File: config.mk
export PLATFORM = sky130hd
export DESIGN_NAME = module_display_mux
export DESIGN_NICKNAME = d
export VERILOG_FILES = /design/src/rtl/module_display_mux.sv
export SDC_FILE = /design/constraint.sdc
export NUM_CORES = 1
export LEC_CHECK = 0
export BUFFER_PORTS_ARGS = -buffer_cell sky130_fd_sc_hd__buf_2
export CORE_ASPECT_RATIO = 1.25
export CORE_MARGIN = 2
export CORE_UTILIZATION = 60
export DETAILED_ROUTE_END_ITERATION = 8
export GPL_TIMING_DRIVEN = 0
export PLACE_DENSITY = 0.91
export RECOVER_POWER = 100
export REMOVE_ABC_BUFFERS = 1
export SLEW_MARGIN = 20
export SYNTH_ARGS = -nofsm -noshare
export SYNTH_HDL_FRONTEND = slang
export SYNTH_SLANG_ARGS = --single-unit
File: constraint.sdc
create_clock -name clk_10Mhz_i -period 7.4 [get_ports clk_10Mhz_i]
set_clock_uncertainty 0.05 [all_clocks]
set_input_delay 1.11 -clock clk_10Mhz_i [delete_from_list [all_inputs] [get_ports clk_10Mhz_i]]
set_output_delay 1.11 -clock clk_10Mhz_i [all_outputs]
set_load 0.01 [all_outputs]
File: src/rtl/module_display_mux.sv
// Time-multiplexed driver for a common-anode hex display: one digit per tick slot,
// a fixed blanking gap between digits, and display data captured once per frame.
module module_display_mux #(
   parameter int N_DIGITS     = 4,
   parameter int BLANK_CYCLES = 16,
   parameter int BLANK_BITS   = 5
) (
   input  logic                  clk_10Mhz_i,
   input  logic                  reset_i,
   input  logic                  tick_i,
   input  logic [4*N_DIGITS-1:0] data_i,
   input  logic [N_DIGITS-1:0]   dp_i,
   input  logic [N_DIGITS-1:0]   enable_i,
   input  logic                  lz_blank_i,
   output logic [N_DIGITS-1:0]   anodo_o,
   output logic [6:0]            catodo_o,
   output logic                  dp_o,
   output logic                  frame_o
);

   localparam int IDX_BITS = (N_DIGITS > 1) ? $clog2(N_DIGITS) : 1;
   localparam logic [IDX_BITS-1:0]   LAST_IDX  = IDX_BITS'(N_DIGITS - 1);
   localparam logic [BLANK_BITS-1:0] BLANK_END = BLANK_BITS'(BLANK_CYCLES - 1);

   typedef enum logic {
      BLANK,
      SHOW
   } state_t;

   state_t                state;
   state_t                next_state;
   logic [IDX_BITS-1:0]   idx;
   logic [IDX_BITS-1:0]   next_idx;
   logic [BLANK_BITS-1:0] cnt;
   logic [BLANK_BITS-1:0] next_cnt;
   logic                  latch;

   logic [4*N_DIGITS-1:0] sh_data;
   logic [N_DIGITS-1:0]   sh_dp;
   logic [N_DIGITS-1:0]   sh_en;
   logic                  sh_lz;

   logic [3:0]            nib [N_DIGITS];
   logic [N_DIGITS-1:0]   suppress;
   logic                  zero_run;
   logic [3:0]            cur_nib;
   logic [6:0]            cur_seg;

   // Active-low segment patterns, bit order {g,f,e,d,c,b,a}.
   function automatic logic [6:0] hex7(input logic [3:0] h);
      case (h)
         4'h0:    hex7 = 7'b1000000;
         4'h1:    hex7 = 7'b1111001;
         4'h2:    hex7 = 7'b0100100;
         4'h3:    hex7 = 7'b0110000;
         4'h4:    hex7 = 7'b0011001;
         4'h5:    hex7 = 7'b0010010;
         4'h6:    hex7 = 7'b0000010;
         4'h7:    hex7 = 7'b1111000;
         4'h8:    hex7 = 7'b0000000;
         4'h9:    hex7 = 7'b0010000;
         4'hA:    hex7 = 7'b0001000;
         4'hB:    hex7 = 7'b0000011;
         4'hC:    hex7 = 7'b1000110;
         4'hD:    hex7 = 7'b0100001;
         4'hE:    hex7 = 7'b0000110;
         default: hex7 = 7'b0001110;
      endcase
   endfunction

   // Scanning from the most significant digit down, a digit is blanked while every
   // nibble from it upward is zero; digit 0 always shows.
   always_comb begin
      nib      = '{default: '0};
      suppress = '0;
      zero_run = 1'b1;
      for (int i = N_DIGITS - 1; i >= 0; i--) begin
         nib[i]      = sh_data[4*i +: 4];
         zero_run    = zero_run & (nib[i] == 4'h0);
         suppress[i] = sh_lz & zero_run & (i != 0);
      end
   end

   assign cur_nib = nib[idx];
   assign cur_seg = suppress[idx] ? 7'b1111111 : hex7(cur_nib);

   // Slot sequencing: ticks only end a SHOW slot; the blank gap runs on its own
   // counter, and wrapping back to digit 0 marks the frame boundary.
   always_comb begin
      next_state = state;
      next_idx   = idx;
      next_cnt   = cnt;
      latch      = 1'b0;
      case (state)
         BLANK: begin
            if (cnt == BLANK_END) begin
               next_cnt   = '0;
               next_state = SHOW;
               if (idx == LAST_IDX) begin
                  next_idx = '0;
                  latch    = 1'b1;
               end else begin
                  next_idx = idx + 1'b1;
               end
            end else begin
               next_cnt = cnt + 1'b1;
            end
         end
         SHOW: begin
            if (tick_i) begin
               next_state = BLANK;
            end
         end
         default: next_state = BLANK;
      endcase
   end

   always_ff @(posedge clk_10Mhz_i or posedge reset_i) begin
      if (reset_i) begin
         state <= BLANK;
         idx   <= LAST_IDX;
         cnt   <= '0;
      end else begin
         state <= next_state;
         idx   <= next_idx;
         cnt   <= next_cnt;
      end
   end

   // Frame shadow: inputs may change freely; only the frame boundary samples them.
   always_ff @(posedge clk_10Mhz_i or posedge reset_i) begin
      if (reset_i) begin
         sh_data <= '0;
         sh_dp   <= '0;
         sh_en   <= '0;
         sh_lz   <= 1'b0;
      end else if (latch) begin
         sh_data <= data_i;
         sh_dp   <= dp_i;
         sh_en   <= enable_i;
         sh_lz   <= lz_blank_i;
      end
   end

   // Pin drivers follow the state one cycle later on both edges of a slot, so the
   // dark gap seen on the pins is exactly BLANK_CYCLES long.
   always_ff @(posedge clk_10Mhz_i or posedge reset_i) begin
      if (reset_i) begin
         anodo_o  <= '1;
         catodo_o <= 7'b1111111;
         dp_o     <= 1'b1;
         frame_o  <= 1'b0;
      end else begin
         frame_o <= latch;
         if (state == SHOW) begin
            anodo_o  <= sh_en[idx] ? ~(N_DIGITS'(1) << idx) : '1;
            catodo_o <= cur_seg;
            dp_o     <= ~sh_dp[idx];
         end else begin
            anodo_o  <= '1;
            catodo_o <= 7'b1111111;
            dp_o     <= 1'b1;
         end
      end
   end

endmodule

## Word-level counts from Yosys, hierarchy flattened

Memories as Yosys holds them, arrays and structs flattened.
Index checks and enable logic that the tools add are counted.

- Add/subtract/negate cells: 2
- Multipliers: 0
- Divide/modulo/power cells: 0
- Order comparisons: 2
- Equality and inequality tests: 2
- Shift-type cells: 1
- Multiplexer cells: 22
- Bitwise gates (word level): 9
- Reduce and logical (&&, ||, !) cells: 4

Operators by type and width:

| kind | number |
|---|---|
| 2-to-1 mux 4 bit | 4 |
| 2-to-1 mux 7 bit | 2 |
| logical NOT 4 bit | 3 |
| 2-to-1 mux 1 bit | 9 |
| binary-select mux 4 bit (select 2 bit) | 1 |
| binary-select mux 1 bit (select 2 bit) | 3 |
| adder 5 x 1 -> 5 bit, second input constant | 1 |
| AND 1 bit | 5 |
| equality test 5 x 4 -> 1 bit, second input constant | 1 |
| 2-to-1 mux 5 bit | 1 |
| NOT 4 bit | 1 |
| left shift 1 x 2 -> 4 bit, first input constant | 1 |
| >= comparator 3 bit, second input constant | 1 |
| < comparator 2 x 3 -> 1 bit, second input constant | 1 |
| NOT 2 -> 3 bit | 1 |
| adder 2 x 1 -> 2 bit, second input constant | 1 |
| equality test 2 bit, second input constant | 1 |
| 2-to-1 mux 2 bit | 1 |
| NOT 1 bit | 2 |
| one-hot mux 1 bit (2 select lines) | 1 |
| AND reduction 2 bit | 1 |

- Register bits: 46
- Latch bits: 0
- Bits in writable memories: 0
- ROM bits: 112
- Bits of input ports: 28
- Output and inout bits: 13
- Logic and storage cells: 54
- Memories: 1

Memory list:

| memory | depth | bits a word | read ports | clocked after Yosys merged registers in | write ports | RTL line | source |
|---|---|---|---|---|---|---|---|
| (no name shown) | 16 | 7 | 1 | 0 | 0 | 51 | `case (h)` |

## Longest topological paths before layout

Gate-level depths: netlist (run 1).

- Word-level depth: 8
- Depth in mapped cells: 8
- Gate-level depth less buffers: 7

## Worst setup path after synthesis (run 1)

Ideal clock, no wire load.

- Kind: flip-flop to flip-flop
- Start: reg idx[0]
- End: reg catodo_o[3]
- Library setup time: 94 ps
- Arrival: 2218 ps
- Data required time: 7256 ps
- Slack: 5038 ps
- Cell stages (with the launch flop): 6
- Buffers on the path: 1
- Period minus slack after synthesis: 2362 ps
- Cell sequence: dfstp_2 buf_4 mux4_2 ha_1 mux4_1 nand2b_1

- Longest elaborated chain between the ends: 7
- Elaborated cells on any way between the ends: 9
- Classes of those cells: mux (7); bitwise (1); memory (1)

Ends and longest elaborated chain:

| what | RTL line | source |
|---|---|---|
| start: declaration | 32 | `logic [IDX_BITS-1:0] idx;` |
| start signal: assignment | 125 | `idx <= next_idx;` |
| NOT 2 -> 3 bit (not written as such) | 84 | `assign cur_nib = nib[idx];` |
| binary-select mux 4 bit (select 2 bit) | 84 |  |
| 2-to-1 mux 4 bit (not written as such) (2 in series) | 84 |  |
| memory read (16 x 7 bit) | - |  |
| 2-to-1 mux 7 bit (*) | 85 | `assign cur_seg = suppress[idx] ? 7'b1111111 : hex7(cur_nib);` |
| 2-to-1 mux 7 bit (*) | 155 | `if (state == SHOW) begin` |
| end signal: assignment | 157 | `catodo_o <= cur_seg;` |
| end: declaration | 16 | `output logic [6:0] catodo_o,` |

Mark *: on every way between the ends. The rest lies on a longest branch, timed or not. The select of a mux whose other input is x is not followed.
A chain may end at the register's enable or synchronous reset.

## Worst setup path in the final report (run 1)

- Start: reg idx[0]
- End: reg catodo_o[0]

The elaborated chain is that of the path after synthesis.

==> impl_metrics.xml, run 1 <==
<?xml version="1.0" encoding="UTF-8"?>
<metrics>
  <group name="cts">
    <metric name="cts_tree" unit="">built</metric>
    <metric name="worstSkewPairLatency" unit="ps">300</metric>
    <metric name="post_cts.resized_instances" unit="">0</metric>
    <metric name="cts_hold_repair.buffers" unit="">0</metric>
    <metric name="clkSinkCount" unit="">46</metric>
    <metric name="clk_path_buf_depth" unit="">2</metric>
    <metric name="cts-buffers-inserted" unit="">5</metric>
    <metric name="cts_setup_buffers" unit="">0</metric>
    <metric name="clockRootBuffer" unit="">sky130_fd_sc_hd__clkbuf_8</metric>
    <metric name="clock_tree.htree_level_count" unit="">2</metric>
    <metric name="clkSlewWorstSetupHoldPaths" unit="ps">90</metric>
  </group>
  <group name="floorplan">
    <metric name="initial_utilization" unit="%">62.58</metric>
    <metric name="die_width" unit="um">60.20</metric>
    <metric name="core" unit="sq um">3785</metric>
    <metric name="top_level_ports" unit="">41</metric>
    <metric name="fp.dieH" unit="um">74.25</metric>
    <metric name="rows" unit="">25</metric>
    <metric name="dieArea" unit="sq um">4469</metric>
  </group>
  <group name="worst_setup_path">
    <metric name="cp_arrival" unit="ps">3010</metric>
    <metric name="critPathMaxFanout" unit="">14</metric>
    <metric name="path_class" unit="">flop to flop</metric>
    <metric name="critPathLaunchType" unit="">flop</metric>
    <metric name="worstSetupEndpointType" unit="">flop</metric>
    <metric name="required_time_worst_endpoint" unit="ps">7520</metric>
  </group>
  <group name="sta">
    <metric name="fin_crit" unit="ps">2890</metric>
    <metric name="final.setup.tns" unit="ps">0</metric>
    <metric name="timing.hold.ws" unit="ps">449.3</metric>
    <metric name="final_cycle_utilization_of_the_critical_path" unit="%">39.06</metric>
    <metric name="maxClockFrequency" unit="MHz">346.0</metric>
    <metric name="hold_viol" unit="">0</metric>
    <metric name="rsz0062_at_grt" unit="">false</metric>
    <metric name="timing_worst_slew_pin_value" unit="ps">1447</metric>
    <metric name="timing.max_slew.rel_slack" unit="%">3.527</metric>
    <metric name="finalMaxSlewViolations" unit="">0</metric>
    <metric name="setup-violations-final" unit="">0</metric>
  </group>
  <group name="synthesis">
    <metric name="synth-seq-area-share" unit="%">49.34</metric>
    <metric name="synthCells" unit="">176</metric>
    <metric name="postSynthRegisterBits" unit="">46</metric>
    <metric name="yosysWarnings" unit="">0</metric>
    <metric name="synth_ff_type" unit="">sky130_fd_sc_hd__dfrtp_1</metric>
    <metric name="cell_variety_after_synth" unit="">42</metric>
    <metric name="synth_area_per_cell" unit="sq um">13.46</metric>
    <metric name="synth_edf_count" unit="">0</metric>
    <metric name="post_synth_instance_area" unit="sq um">2369</metric>
    <metric name="asyncSetResetFlopFracSynth" unit="%">100.0</metric>
  </group>
  <group name="cells_and_area">
    <metric name="layout.nets" unit="">257</metric>
    <metric name="area_of_all_placed_cells_without_fillers" unit="sq um">2551</metric>
    <metric name="n_antenna_cell" unit="">0</metric>
    <metric name="area.growth.synth_to_final" unit="%">7.713</metric>
    <metric name="commonest_cells_after_routing_fill_and_taps_aside" unit="">sky130_fd_sc_hd__dfrtp_1, sky130_fd_sc_hd__buf_2, sky130_fd_sc_hd__mux2_1</metric>
    <metric name="drive_gt1_share" unit="%">27.40</metric>
    <metric name="final.fill_count" unit="">306</metric>
    <metric name="multi_input_comb_area" unit="sq um">999.7</metric>
    <metric name="area.sequential" unit="sq um">1169</metric>
    <metric name="finalCoreUtilization" unit="%">67.41</metric>
    <metric name="most_frequent_standard_cell_in_the_layout_excluding_fill_and_tap_cells" unit="">sky130_fd_sc_hd__dfrtp_1</metric>
    <metric name="count_of_non_filler_cells_in_the_finished_layout" unit="">273</metric>
  </group>
  <group name="power">
    <metric name="highest_ir_drop_seen_on_vdd" unit="mV">0.2000</metric>
    <metric name="power-per-cell-area" unit="nW/um^2">373.5</metric>
    <metric name="static-leakage-power" unit="uW">0.001109</metric>
  </group>
  <group name="detailed_routing">
    <metric name="detailroute.via_count" unit="">1481</metric>
    <metric name="detail_route.drc_violations" unit="">0</metric>
    <metric name="drt_iter0_markers" unit="">27</metric>
    <metric name="wirelength" unit="mm">3.960</metric>
    <metric name="drt.antenna.violating_nets" unit="">0</metric>
    <metric name="detail_route.vias_per_cell" unit="">5.425</metric>
    <metric name="routedWlPerCell" unit="um">14.51</metric>
    <metric name="drt_pass1_iterations" unit="">4</metric>
  </group>
  <group name="grt">
    <metric name="antenna_found_initial" unit="">0</metric>
    <metric name="globalRoute.totalOverflow" unit="">0</metric>
    <metric name="grt_usage" unit="%">21.98</metric>
    <metric name="grt_max_degree" unit="">30</metric>
    <metric name="global_route_wire_length_before_repair" unit="mm">7.148</metric>
    <metric name="first_global_vias" unit="">1476</metric>
  </group>
  <group name="placed_design">
    <metric name="dpl_cell_area" unit="sq um">2599</metric>
    <metric name="place.port_buffers" unit="">40</metric>
    <metric name="gp_congestion" unit="">0.7340</metric>
    <metric name="numPlacedInstances" unit="">265</metric>
    <metric name="place_hpwl" unit="mm">2.948</metric>
  </group>
  <group name="run_status">
    <metric name="status" unit="">finished clean</metric>
  </group>
  <group name="job">
    <metric name="drv.max_cap_violation_count" unit="">0</metric>
  </group>
  <group name="min_path">
    <metric name="worst_hold_path_type" unit="">flop to flop</metric>
  </group>
</metrics>
[flip-flops by register name, indices dropped and copies added, names as in the netlist]
| register | flops |
|---|---|
| cnt | 5 |
| sh_data | 16 |
| dp_o | 1 |
| anodo_o | 4 |
| sh_lz | 1 |
| sh_en | 4 |
| idx | 2 |
| catodo_o | 7 |
| state | 1 |
| frame_o | 1 |
| sh_dp | 4 |
[layer usage]
metal	global-route usage, %	up-vias	part of all wire (%)
met4	9.630	0	2.2
met3	5.565	8	4.0
met1	28.79	725	42
met2	34.66	36	52
met5	0	-	0
li1	-	712	-
[Yosys cell counts (2+ instances only)]
library cell | number | area (sq um)
sky130_fd_sc_hd__nand3_1 | 5 | 25.02
sky130_fd_sc_hd__mux2i_1 | 2 | 20.02
sky130_fd_sc_hd__mux4_2 | 5 | 112.6
sky130_fd_sc_hd__o221ai_1 | 2 | 17.52
sky130_fd_sc_hd__o21ai_0 | 4 | 20.02
sky130_fd_sc_hd__nor3_1 | 4 | 20.02
sky130_fd_sc_hd__xor2_1 | 2 | 17.52
sky130_fd_sc_hd__dfrtp_1 | 32 | 800.8
sky130_fd_sc_hd__inv_1 | 9 | 33.78
sky130_fd_sc_hd__nor3b_1 | 2 | 15.01
sky130_fd_sc_hd__ha_1 | 11 | 137.6
sky130_fd_sc_hd__buf_6 | 4 | 45.04
sky130_fd_sc_hd__a31oi_1 | 3 | 18.77
sky130_fd_sc_hd__o21ai_1 | 3 | 15.01
sky130_fd_sc_hd__dfstp_2 | 14 | 367.9
sky130_fd_sc_hd__mux2_1 | 3 | 33.78
sky130_fd_sc_hd__mux2_4 | 21 | 315.3
sky130_fd_sc_hd__nor4_1 | 2 | 12.51
sky130_fd_sc_hd__nand2_1 | 18 | 67.56
sky130_fd_sc_hd__o311ai_1 | 2 | 17.52
sky130_fd_sc_hd__a21oi_1 | 2 | 10.01
sky130_fd_sc_hd__nor2_1 | 4 | 15.01
sky130_fd_sc_hd__mux2_2 | 3 | 33.78
[logic make-up (layout without fill, tap and decap cells)]
logic type | after synthesis | count (layout) | share of synthesized area, %
compound gates | 22 | 22 | 6.446
simple gates | 42 | 42 | 9.456
buf+inv | 16 | 59 | 4.014
mux | 36 | 36 | 23.82
fa+ha+maj | 11 | 11 | 5.811
xor+xnor | 3 | 3 | 1.110
flops | 46 | 46 | 49.34
[metrics by stage]
| step | setup slack [ps] | total power, uW |
|---|---|---|
| global placement | 4667 | 826.0 |
| finish | 4510 | 952.8 |
| CTS | 4831 | 1006 |
| floorplan | 5077 | 750.0 |
| detailed placement | 4864 | 853.6 |
| global route | 4222 | 1046 |
[worst max-delay path: stages (launching register included)]
cell,delay (ps)
sky130_fd_sc_hd__dfstp_1,950
sky130_fd_sc_hd__mux4_2,680
sky130_fd_sc_hd__inv_1,130
sky130_fd_sc_hd__ha_1,240
sky130_fd_sc_hd__mux2i_1,100
sky130_fd_sc_hd__and3_1,180
sky130_fd_sc_hd__o41ai_1,410
[area by class of cell]
type                    count  area share, %
flip-flops and latches     46          45.81
clock inverters             3         0.8337
clock buffers               5          2.697
inverters                  10          1.471
repair buffers             41          7.357
well taps                  54          2.648
multi-input cells         114          39.19
[path summary, 6_finish.rpt]
check / end / slack [ps] / from / cells past startpoint
max reg2reg: catodo_o[0] / 4510 / idx[0] / 6
max: catodo_o[0] / 4510 / idx[0] / 6
min reg2reg: sh_dp[2] / 450 / sh_dp[2] / 1
min: sh_dp[2] / 450 / sh_dp[2] / 1
max in group asynchronous: cnt[2] / 4720 / reset_i / 3
min in group asynchronous: sh_data[14] / 830 / reset_i / 2
[power breakdown]
part | internal, uW | switching (uW) | leakage [uW] | total, uW
clock network | 66.3 | 84.1 | 0.0000441 | 150
logic | 185 | 195 | 0.000540 | 380
registers | 342 | 81.0 | 0.000525 | 422
total | 593 | 360 | 0.00111 | 953
No activity file was read; power rests on OpenSTA's default activity.
==> run 2: changes to the inputs <==
--- a/config.mk
+++ b/config.mk
@@ -8,10 +8,10 @@
 export BUFFER_PORTS_ARGS = -buffer_cell sky130_fd_sc_hd__buf_2
 export CORE_ASPECT_RATIO = 1.25
 export CORE_MARGIN = 2
-export CORE_UTILIZATION = 60
+export CORE_UTILIZATION = 55
 export DETAILED_ROUTE_END_ITERATION = 8
 export GPL_TIMING_DRIVEN = 0
-export PLACE_DENSITY = 0.91
+export PLACE_DENSITY = 0.84
 export RECOVER_POWER = 100
 export REMOVE_ABC_BUFFERS = 1
 export SLEW_MARGIN = 20
==> constraint.sdc (replaced) <==
create_clock -name clk_10Mhz_i -period 3 [get_ports clk_10Mhz_i]
set_clock_uncertainty 0.05 [all_clocks]
set_input_delay 0.45 -clock clk_10Mhz_i [delete_from_list [all_inputs] [get_ports clk_10Mhz_i]]
set_output_delay 0.45 -clock clk_10Mhz_i [all_outputs]
set_load 0.01 [all_outputs]
==> run 2 against run 1 <==
Sequential power up 150%. First-iteration DRC count rose by 44%. Sequential cell count unchanged. The flow now finishes with violations (max-capacitance violations, max-slew violations). Design area decreased by 0.20%. Wire length down 1.6%. Fmax up 9.8%. Worst setup slack got worse by 4100 ps.
==> impl_metrics.xml, run 2 (synthesis gave the netlist of run 1 again) <==
<?xml version="1.0" encoding="UTF-8"?>
<metrics>
  <group name="detailed_routing">
    <metric name="detailroute.via_count" unit="">1484</metric>
    <metric name="detail_route.drc_violations" unit="">0</metric>
    <metric name="routedWlPerCell" unit="um">14.17</metric>
    <metric name="detail_route.vias_per_cell" unit="">5.396</metric>
    <metric name="wirelength" unit="mm">3.898</metric>
    <metric name="drt_iter0_markers" unit="">39</metric>
    <metric name="drt.antenna.violating_nets" unit="">0</metric>
    <metric name="drt_pass1_iterations" unit="">4</metric>
  </group>
  <group name="cts">
    <metric name="cts_tree" unit="">built</metric>
    <metric name="post_cts.resized_instances" unit="">0</metric>
    <metric name="clockRootBuffer" unit="">sky130_fd_sc_hd__clkbuf_8</metric>
    <metric name="clock_tree.htree_level_count" unit="">2</metric>
    <metric name="clkSlewWorstSetupHoldPaths" unit="ps">70</metric>
    <metric name="cts_setup_buffers" unit="">0</metric>
    <metric name="cts_hold_repair.buffers" unit="">0</metric>
    <metric name="clkSinkCount" unit="">46</metric>
    <metric name="cts-buffers-inserted" unit="">5</metric>
    <metric name="clk_path_buf_depth" unit="">2</metric>
    <metric name="worstSkewPairLatency" unit="ps">290</metric>
  </group>
  <group name="cells_and_area">
    <metric name="register_ranked_first_by_flip_flop_count" unit="">sh_data</metric>
    <metric name="area.growth.synth_to_final" unit="%">7.501</metric>
    <metric name="count_of_non_filler_cells_in_the_finished_layout" unit="">275</metric>
    <metric name="n_antenna_cell" unit="">0</metric>
    <metric name="commonest_cells_after_routing_fill_and_taps_aside" unit="">sky130_fd_sc_hd__dfrtp_1, sky130_fd_sc_hd__buf_2, sky130_fd_sc_hd__mux2_1</metric>
    <metric name="drive_gt1_share" unit="%">26.94</metric>
    <metric name="most_frequent_standard_cell_in_the_layout_excluding_fill_and_tap_cells" unit="">sky130_fd_sc_hd__dfrtp_1</metric>
    <metric name="largestRegisters" unit="">sh_data: 16 flops, catodo_o: 7 flops, cnt: 5 flops</metric>
    <metric name="final.fill_count" unit="">354</metric>
    <metric name="largest_register_ffs" unit="">16</metric>
    <metric name="layout.nets" unit="">257</metric>
  </group>
  <group name="power">
    <metric name="power-per-cell-area" unit="nW/um^2">916.3</metric>
    <metric name="static-leakage-power" unit="uW">0.001106</metric>
    <metric name="power_total" unit="uW">2333</metric>
    <metric name="pwr-share-clk" unit="%">14.9</metric>
    <metric name="pwr-share-seq" unit="%">44.6</metric>
    <metric name="netSwitchingPower" unit="uW">867.7</metric>
    <metric name="power.internal" unit="uW">1465</metric>
    <metric name="power.switching_fraction" unit="%">37.19</metric>
    <metric name="highest_ir_drop_seen_on_vdd" unit="mV">0.5116</metric>
    <metric name="comb_power_share" unit="%">40.4</metric>
  </group>
  <group name="floorplan">
    <metric name="top_level_ports" unit="">41</metric>
    <metric name="initial_utilization" unit="%">57.78</metric>
    <metric name="core" unit="sq um">4099</metric>
    <metric name="fp.dieH" unit="um">77.37</metric>
    <metric name="rows" unit="">26</metric>
    <metric name="dieArea" unit="sq um">4851</metric>
    <metric name="die_width" unit="um">62.70</metric>
  </group>
  <group name="placed_design">
    <metric name="place_ws" unit="ps">477.2</metric>
    <metric name="place.port_buffers" unit="">40</metric>
    <metric name="gp_congestion" unit="">0.7378</metric>
    <metric name="numPlacedInstances" unit="">267</metric>
    <metric name="place_hpwl" unit="mm">2.859</metric>
  </group>
  <group name="worst_setup_path">
    <metric name="critPathLaunchType" unit="">flop</metric>
    <metric name="path_class" unit="">flop to flop</metric>
    <metric name="path_buf_inv" unit="">1</metric>
    <metric name="crit_path_top_delay_cell" unit="">sky130_fd_sc_hd__dfstp_2</metric>
    <metric name="r2r_cell_count" unit="">6</metric>
    <metric name="required_time_worst_endpoint" unit="ps">3120</metric>
    <metric name="worstSetupEndpointType" unit="">flop</metric>
    <metric name="cp_arrival" unit="ps">2750</metric>
    <metric name="crit_chain" unit="">mux4_2 &gt; inv_1 &gt; ha_1 &gt; mux2i_1 &gt; and3_1 &gt; o41ai_1</metric>
    <metric name="timing.critical_path.max_delay_family" unit="">flip-flops</metric>
    <metric name="critPathMaxFanout" unit="">14</metric>
    <metric name="cpPeakStageDelay" unit="ps">770</metric>
    <metric name="cp_num_cells" unit="">6</metric>
  </group>
  <group name="sta">
    <metric name="maxClockFrequency" unit="MHz">380.1</metric>
    <metric name="fin_crit" unit="ps">2631</metric>
    <metric name="timing.hold.ws" unit="ps">140.9</metric>
    <metric name="setup-violations-final" unit="">0</metric>
    <metric name="final_cycle_utilization_of_the_critical_path" unit="%">87.71</metric>
    <metric name="final.setup.tns" unit="ps">0</metric>
    <metric name="finalWorstSetupSlack" unit="ps">368.8</metric>
    <metric name="rsz0062_at_grt" unit="">false</metric>
    <metric name="timing.max_slew.rel_slack" unit="%">-8.260</metric>
    <metric name="timing_worst_slew_pin_value" unit="ps">1624</metric>
    <metric name="hold_viol" unit="">0</metric>
    <metric name="finalMaxSlewViolations" unit="">33</metric>
  </group>
  <group name="grt">
    <metric name="antenna_found_initial" unit="">0</metric>
    <metric name="global_route_wire_length_before_repair" unit="mm">6.596</metric>
    <metric name="first_global_vias" unit="">1534</metric>
    <metric name="grt_max_degree" unit="">33</metric>
    <metric name="globalRoute.totalOverflow" unit="">0</metric>
    <metric name="grt_usage" unit="%">17.58</metric>
  </group>
  <group name="min_path">
    <metric name="worst_hold_path_type" unit="">primary input to async pin</metric>
  </group>
  <group name="run_status">
    <metric name="status" unit="">complete, but fails checks</metric>
    <metric name="violations_in_the_final_reports" unit="">max-capacitance violations, max-slew violations</metric>
  </group>
  <group name="job">
    <metric name="drv.max_cap_violation_count" unit="">1</metric>
  </group>
</metrics>
run 2: routing by layer:
| metal | GRT usage [%] | wire [um] |
|---|---|---|
| met5 | 0 | 0 |
| met2 | 29.14 | 1983 |
| met3 | 5.507 | 185 |
| met1 | 20.60 | 1659 |
| met4 | 8.889 | 70 |
run 2: worst register-to-register path: stages, from the launching register on:
cell                      delay [ps]
sky130_fd_sc_hd__dfstp_2         770
sky130_fd_sc_hd__mux4_2          640
sky130_fd_sc_hd__inv_1           130
sky130_fd_sc_hd__ha_1            240
sky130_fd_sc_hd__mux2i_1         100
sky130_fd_sc_hd__and3_1          180
sky130_fd_sc_hd__o41ai_1         390
run 2: final timing paths:
check,startpoint,to,slack (ps)
setup / recovery,idx[0],catodo_o[0],370
hold / removal,reset_i,sh_dp[3],140
setup reg to reg,idx[0],catodo_o[0],370
hold reg to reg,sh_dp[3],sh_dp[3],450
max in group asynchronous,reset_i,sh_data[0],870
min in group clk_10Mhz_i,tick_i,state,270
run 2: cell type report:
class                   instances  area (sq um)  share of cell area, %
flip-flops and latches         46          1169                  45.90
multi-input cells             114          1002                  39.36
repair buffers                 41         187.7                  7.371
clock buffers                   8         80.08                  3.145
well taps                      56         70.07                  2.752
inverters                      10         37.54                  1.474
run 2: through the flow:
stage	instance area (sq um)	util [%]
2_1_floorplan	2311	-
3_3_place_gp	2581	62.97
3_5_place_dp	2601	63.46
4_1_cts	2681	65.42
5_1_grt	2546	62.12
6_report	2546	62.12
run 2: power by group through the flow:
stage	clock network (uW)	registers (uW)	logic, uW
2_1_floorplan	0	1020	828
3_3_place_gp	0	1050	997
3_5_place_dp	0	1060	1050
4_1_cts	360	1050	1050
5_1_grt	383	1070	1060
6_report	349	1040	944
